## src/rtl/step_counter.sv

```systemverilog
// Registered WIDTH-bit up/down counter with programmable step and modulus.
// Over/underflow either wraps modulo MAX_VAL+1 or clamps, and is reported via carry/ovf_sticky.
module step_counter #(
  parameter int WIDTH    = 8,
  parameter int STEP_W   = 4,
  parameter int MAX_VAL  = 2**WIDTH-1,
  parameter int SATURATE = 0
) (
  input  logic              clk,
  input  logic              reset,
  input  logic              clr,
  input  logic              load,
  input  logic [WIDTH-1:0]  load_val,
  input  logic              en,
  input  logic              up,
  input  logic [STEP_W-1:0] step,
  input  logic              ovf_clr,
  output logic [WIDTH-1:0]  count,
  output logic              carry,
  output logic              at_max,
  output logic              at_min,
  output logic              ovf_sticky
);

  if (MAX_VAL >= (1 << WIDTH) || ((1 << STEP_W) - 1) > MAX_VAL) begin : g_bad_params
    $fatal(1, "step_counter: MAX_VAL must fit in WIDTH and the largest step must not exceed MAX_VAL");
  end

  localparam logic [WIDTH-1:0] MAX_W   = WIDTH'(MAX_VAL);
  localparam logic [WIDTH:0]   MAX_EXT = {1'b0, MAX_W};
  localparam logic [WIDTH:0]   MOD_EXT = MAX_EXT + (WIDTH+1)'(1);

  // Results are packed as {carry, next_count}; one guard bit is enough since step <= MAX_VAL.
  function automatic logic [WIDTH:0] step_up(input logic [WIDTH-1:0] c,
                                              input logic [STEP_W-1:0] s);
    logic [WIDTH:0] sum;
    logic [WIDTH:0] res;
    sum = {1'b0, c} + (WIDTH+1)'(s);
    if (sum <= MAX_EXT)      res = {1'b0, WIDTH'(sum)};
    else if (SATURATE != 0)  res = {1'b1, MAX_W};
    else                     res = {1'b1, WIDTH'(sum - MOD_EXT)};
    return res;
  endfunction

  function automatic logic [WIDTH:0] step_dn(input logic [WIDTH-1:0] c,
                                              input logic [STEP_W-1:0] s);
    logic [WIDTH:0] cw;
    logic [WIDTH:0] sw;
    logic [WIDTH:0] res;
    cw = {1'b0, c};
    sw = (WIDTH+1)'(s);
    if (sw <= cw)            res = {1'b0, WIDTH'(cw - sw)};
    else if (SATURATE != 0)  res = {1'b1, {WIDTH{1'b0}}};
    else                     res = {1'b1, WIDTH'(cw - sw + MOD_EXT)};
    return res;
  endfunction

  function automatic logic [WIDTH-1:0] clamp_load(input logic [WIDTH-1:0] v);
    return ({1'b0, v} > MAX_EXT) ? MAX_W : v;
  endfunction

  logic [WIDTH-1:0] count_nxt;
  logic             carry_nxt;
  logic [WIDTH:0]   step_res;

  always_comb begin
    count_nxt = count;
    carry_nxt = 1'b0;
    step_res  = '0;
    if (clr) begin
      count_nxt = '0;
    end else if (load) begin
      count_nxt = clamp_load(load_val);
    end else if (en) begin
      step_res  = up ? step_up(count, step) : step_dn(count, step);
      carry_nxt = step_res[WIDTH];
      count_nxt = WIDTH'(step_res);
    end
  end

  // Register stage: count, carry pulse and sticky overflow (set beats clear)
  always_ff @(posedge clk or negedge reset) begin
    if (!reset) begin
      count      <= '0;
      carry      <= 1'b0;
      ovf_sticky <= 1'b0;
    end else begin
      count <= count_nxt;
      carry <= carry_nxt;
      if (carry_nxt)    ovf_sticky <= 1'b1;
      else if (ovf_clr) ovf_sticky <= 1'b0;
    end
  end

  assign at_max = ({1'b0, count} == MAX_EXT);
  assign at_min = (count == '0);

endmodule

```

## config.mk

```make
export PLATFORM = sky130hd
export DESIGN_NAME = step_counter
export DESIGN_NICKNAME = d
export VERILOG_FILES = /design/src/rtl/step_counter.sv
export SDC_FILE = /design/constraint.sdc
export NUM_CORES = 1
export LEC_CHECK = 0
export ABC_AREA = 1
export CAP_MARGIN = 25
export CORE_MARGIN = 1
export CORE_UTILIZATION = 50
export CTS_CLUSTER_SIZE = 28
export DETAILED_ROUTE_END_ITERATION = 8
export PLACE_DENSITY = 0.84
export SLEW_MARGIN = 10
export SYNTH_ARGS = -nofsm -noshare
export SYNTH_HDL_FRONTEND = slang
export SYNTH_SLANG_ARGS = --single-unit
export TNS_END_PERCENT = 50
```

## constraint.sdc

```tcl
create_clock -name clk -period 4.6 [get_ports clk]
set_clock_uncertainty 0.05 [all_clocks]
set_input_delay 0.69 -clock clk [delete_from_list [all_inputs] [get_ports clk]]
set_output_delay 0.69 -clock clk [all_outputs]
set_load 0.005 [all_outputs]
```

==> results.json, run 1 <==
{
  "timing.rr.start": "count[0]",
  "synth_edf_count": 0,
  "cts_buffer_depth": 2,
  "cts_resized": 0,
  "via_count": 1117,
  "synth_area_leader_cell": "dfrtp_1",
  "reg2reg_to": "count[4]",
  "whs_ns": 0.483,
  "ys_top_cells_by_count": "nand2_1 (52), nor2_1 (20), inv_1 (17)",
  "setup_viol": 0,
  "dp_hpwl_mm": 2.15,
  "clk_pin_slew_worst_paths_ns": 0.07,
  "grt_usage_pct": 28.1,
  "antenna_found_initial": 0,
  "rows": 16,
  "ir_worst_vdd_v": 0.000199,
  "post_cts_buffers": 0,
  "slowest_delay_ns": 0.56,
  "start_kind": "flop",
  "drtPass1Iterations": 4,
  "initial_core_util_pct": 53.2,
  "critPathLaunch": "count[6]",
  "synth.distinct_cells": 27,
  "relSlewSlack_pct": 68.7,
  "clock.fmax_ghz": 0.391,
  "p_leak_nw": 0.685,
  "period_minus_slack_ns": 2.56,
  "tightest_slew_ns": 0.467,
  "pre_cts_ws_ns": 1.97,
  "clockRootBuffer": "clkbuf_4",
  "syn-num-nets": 189,
  "drv_slew": 0,
  "worstSetupPathType": "flop to output port",
  "grt-ovfl-total": 0,
  "holdCritPathClass": "flop to flop",
  "grt_max_degree": 16,
  "rsz0062_at_grt": "false",
  "yosysTopAreaCellShare_pct": 24.2,
  "synthTopCellsByArea": "dfrtp_1 (24%), nand2_1 (19%), ha_1 (9.7%)",
  "endpoint_kind": "output port",
  "place.port_buffers": 30,
  "area_delta_synth_final_pct": 32.2,
  "cts-htree-levels": 1,
  "synth_most_common_cell": "nand2_1",
  "clkLatencyLatePin_ns": 0.26,
  "nNetsFinal": 221,
  "viasPerCell": 5.15,
  "finalCritPeriodShare_pct": 55.7,
  "grt_pass1_wl_mm": 4.35,
  "layout-drive-gt1-share_pct": 8.42,
  "die-area_um2": 2250,
  "ant_nets": 0,
  "die_x_um": 47.4,
  "crit_required_ns": 3.86,
  "drv_cap": 0,
  "cp.arrival_ns": 1.82,
  "drt-initial-drc-count": 33,
  "routabilityCongestion": 0.911,
  "num_antenna_cells": 0,
  "routed_wl_mm": 2.70,
  "grt_pass1_vias": 1042,
  "finalWorstSetupSlack_ns": 2.04,
  "synth-async-reset-ratio_pct": 100,
  "clock_sinks": 10,
  "synth_ff_type": "dfrtp_1",
  "drc_errors": 0,
  "syn_inst": 160,
  "reg2regPathDepth": 12,
  "fin_tns_setup_ns": 0,
  "ys_seq_area_share_pct": 24.2,
  "status": "finished clean",
  "cts_hold_buf": 0,
  "crit_end": "at_min",
  "io_pins": 31,
  "drt-wirelength-per-cell_um": 12.4,
  "coreArea_um2": 1940,
  "crit_slowest_cell": "clkdlybuf4s50_1",
  "reg2reg_slack_ns": 2.63,
  "die_y_um": 47.4,
  "syn_area_um2": 1030,
  "power_density_nw_per_um2": 234,
  "p_total_uw": 320,
  "hold_viol": 0,
  "cp_cell_sequence": "nor2_4, nand3_1, nor3_1, clkdlybuf4s50_1",
  "synth_seq_cells": 10,
  "crit_fanout": 8,
  "yosys_warnings": 0,
  "cts_buffers": 3,
  "cts_tree": "built",
  "avgSynthCellArea_um2": 6.45
}
[area by class of cell]
class | instances | area (um2)
fill | 167 | 577
timing repair buffer | 30 | 300
inverter | 22 | 82.6
multi-input combinational | 125 | 676
tap | 27 | 33.8
sequential | 10 | 250
clock buffer | 3 | 22.5
[sequential cells by signal, indices dropped and copies added, names as in the netlist]
name / cells
carry: 1
count: 8
ovf_sticky: 1
[worst min path at each step]
stage / from / end / slack (ns) / cells after the start
2_1_floorplan: reset / carry / 0.34 / 0
3_3_place_gp: ovf_sticky / ovf_sticky / 0.45 / 2
3_5_place_dp: ovf_sticky / ovf_sticky / 0.47 / 2
4_1_cts: ovf_sticky / ovf_sticky / 0.49 / 2
5_1_grt: ovf_sticky / ovf_sticky / 0.52 / 2
6_report: ovf_sticky / ovf_sticky / 0.48 / 2
[metrics by stage]
stage,instances,util [%],area [um2]
2_1_floorplan,160,-,1030
3_3_place_gp,214,69.1,1340
3_5_place_dp,214,69.1,1340
4_1_cts,217,70.3,1370
5_1_grt,217,70.3,1370
6_report,217,70.3,1370
[cells by family after synthesis]
| group | count (synthesis) | share of synthesized area [%] |
|---|---|---|
| fa+ha+maj | 10 | 13.6 |
| compound gates | 16 | 9.33 |
| buf+inv | 25 | 10.3 |
| simple gates | 98 | 41.7 |
| flops | 10 | 24.2 |
| xor+xnor | 1 | 0.849 |
[power breakdown]
| part | total [mW] | switching [mW] | internal [mW] | leakage [nW] |
|---|---|---|---|---|
| Clock | 0.0611 | 0.0309 | 0.0302 | 0.0138 |
| Combinational | 0.145 | 0.0766 | 0.0686 | 0.540 |
| Sequential | 0.113 | 0.0172 | 0.0959 | 0.131 |
[worst max-delay path, delay by kind of cell, from the launching register on]
| kind | cells | cell delay [ns] |
|---|---|---|
| flip-flops | 1 | 0.49 |
| AND/OR/NAND/NOR | 3 | 0.50 |
| buffers and inverters | 1 | 0.56 |
[cell usage in the layout (no fill, tap or decap)]
| cell type | synthesis | final |
|---|---|---|
| nand2_1 | 52 | 52 |
| clkdlybuf4s50_1 | 0 | 30 |
| nor2_1 | 20 | 20 |
| inv_1 | 17 | 17 |
| nand3_1 | 14 | 14 |
| dfrtp_1 | 10 | 10 |
| ha_1 | 8 | 8 |
| o21ai_1 | 6 | 6 |
| inv_2 | 5 | 5 |
| a21oi_1 | 5 | 5 |
| nand4_1 | 3 | 3 |
| clkbuf_4 | 0 | 3 |
| nand3_2 | 2 | 2 |
| nor2_2 | 2 | 2 |
| fa_1 | 2 | 2 |
| nor2_4 | 1 | 1 |
| or2_0 | 1 | 1 |
| o22ai_2 | 1 | 1 |
| nor3_1 | 1 | 1 |
| xor2_1 | 1 | 1 |
| o32ai_1 | 1 | 1 |
| o21ai_0 | 1 | 1 |
| o22ai_1 | 1 | 1 |
| or2_4 | 1 | 1 |
| nand3b_1 | 1 | 1 |
| o21ai_2 | 1 | 1 |
[layer usage]
layer / vias to the layer above / track usage, % / wire length, um
li1: 570 / - / -
met1: 510 / 34.8 / 1210
met2: 33 / 47.7 / 1340
met3: 4 / 3.02 / 113
met4: 0 / 15.4 / 31
met5: - / 0 / 0
(Power assumes the default switching activity.)
==> run 2: changes to the inputs <==
CORE_UTILIZATION = 47   (was 50)
PLACE_DENSITY = 0.8   (was 0.84)
clock period = 2.4 ns   (was 4.6 ns; I/O delays follow)
==> run 2 against run 1 <==
Compared with the run above:
- sequential power up 91%
- register-to-register slack lost 2.2 ns
- first-iteration DRC count shrank 48%
- sequential cell count did not move
- total power grew 100%
- largest cell class unchanged
==> results.json, run 2 (synthesis results as in run 1) <==
{
  "cts_buffer_depth": 2,
  "grt_pass1_vias": 1081,
  "reg2reg_slack_ns": 0.39,
  "antenna_found_initial": 0,
  "drtPass1Iterations": 4,
  "crit_required_ns": 1.99,
  "cts_hold_buf": 0,
  "grt_max_degree": 16,
  "cts_buffers": 3,
  "finalWorstSetupSlack_ns": 0.219,
  "cts-htree-levels": 1,
  "place.port_buffers": 30,
  "cts_resized": 0,
  "rsz0062_at_grt": "false",
  "placed_area_um2": 1340,
  "dp_hpwl_mm": 2.14,
  "largest_register_ffs": 8,
  "die_x_um": 48.9,
  "clkLatencyLatePin_ns": 0.26,
  "timing.rr.start": "count[0]",
  "clk_pin_slew_worst_paths_ns": 0.07,
  "status": "finished clean",
  "grt_usage_pct": 23.9,
  "final_cell_mix": "nand2_1 (52), clkdlybuf4s50_1 (30), nor2_1 (20)",
  "grt-ovfl-total": 0,
  "start_kind": "flop",
  "coreArea_um2": 2020,
  "pre_cts_ws_ns": 0.0632,
  "period_minus_slack_ns": 2.18,
  "fin_area_um2": 1380,
  "post_cts_buffers": 0,
  "ant_nets": 0,
  "cts_tree": "built",
  "drv_slew": 0,
  "setup_viol": 0,
  "io_pins": 31,
  "fin_tns_setup_ns": 0,
  "hold_viol": 0,
  "cp.arrival_ns": 1.77,
  "clockRootBuffer": "clkbuf_4",
  "nNetsFinal": 221,
  "reg_top3": "count: 8 flops, carry: 1 flops, ovf_sticky: 1 flops",
  "routabilityCongestion": 0.858,
  "drt-wirelength-per-cell_um": 12.3,
  "clock.fmax_ghz": 0.458,
  "ir_worst_vdd_v": 0.000335,
  "holdCritPathClass": "input port to async pin",
  "drc_errors": 0,
  "final_common_cell": "nand2_1",
  "crit_end": "at_min",
  "layout-drive-gt1-share_pct": 8.90,
  "crit_fanout": 8,
  "p_leak_nw": 0.692,
  "drv_cap": 0,
  "relSlewSlack_pct": 69.5,
  "clock_sinks": 10,
  "initial_core_util_pct": 51.1,
  "num_antenna_cells": 0,
  "die-area_um2": 2390,
  "reg2regPathDepth": 12,
  "die_y_um": 48.9,
  "fill_cells": 193,
  "drt-initial-drc-count": 17,
  "critPathLaunch": "count[6]",
  "reg2reg_to": "count[4]",
  "rows": 16,
  "finalCritPeriodShare_pct": 90.9,
  "worstSetupPathType": "flop to output port",
  "tightest_slew_ns": 0.456,
  "viasPerCell": 5.12,
  "area_delta_synth_final_pct": 33.6,
  "grt_pass1_wl_mm": 4.53,
  "via_count": 1116,
  "power_density_nw_per_um2": 467,
  "largest_register": "count",
  "endpoint_kind": "output port",
  "routed_wl_mm": 2.67
}
## run 2: cell types whose count changed in the layout (fill, tap and decap cells not counted)
cell,before,now
clkbuf_8,0,1
## run 2: critical path: stages (launching register included)
cell	delay [ns]
dfrtp_1	0.49
nor2_4	0.17
nand3_1	0.12
nor3_1	0.18
clkdlybuf4s50_1	0.55
## run 2: per-layer routing
layer	up-vias	track usage [%]	share of wire, %
met4	0	7.84	0.86
li1	575	-	-
met2	28	43.3	49
met1	509	30.0	47
met3	4	1.56	3.2
met5	-	0	0
## run 2: per-stage QoR
stage          std cells  utilization [%]  hold slack (ns)  power (mW)
5_1_grt              218             68.2            0.388       0.692
4_1_cts              218             68.2            0.370       0.645
3_3_place_gp         214             66.4            0.457       0.483
2_1_floorplan        160                -           0.0144       0.382
6_report             218             68.2            0.357       0.644
3_5_place_dp         214             66.4            0.466       0.492
## run 2: how the worst min path moves through the flow
stage	startpoint	to	slack, ns	cells after the start
after floorplan	reset	carry	0.01	0
after global placement	ovf_sticky	ovf_sticky	0.46	2
after detailed placement	ovf_sticky	ovf_sticky	0.47	2
after CTS	reset	count[7]	0.37	1
after global routing	reset	ovf_sticky	0.39	1
final	reset	count[7]	0.36	1
## run 2: power breakdown
group | total (mW) | switching [mW] | internal (mW)
logic | 0.275 | 0.144 | 0.131
clock network | 0.153 | 0.0612 | 0.0921
registers | 0.216 | 0.0325 | 0.184
## run 2: final cells by class
type                            instances  area (um2)  area share [%]
Clock buffer                            4        36.3            2.63
Multi-Input combinational cell        125         676            49.0
Inverter                               22        82.6            5.99
Sequential cell                        10         250            18.1
Tap cell                               27        33.8            2.45
Timing Repair Buffer                   30         300            21.8
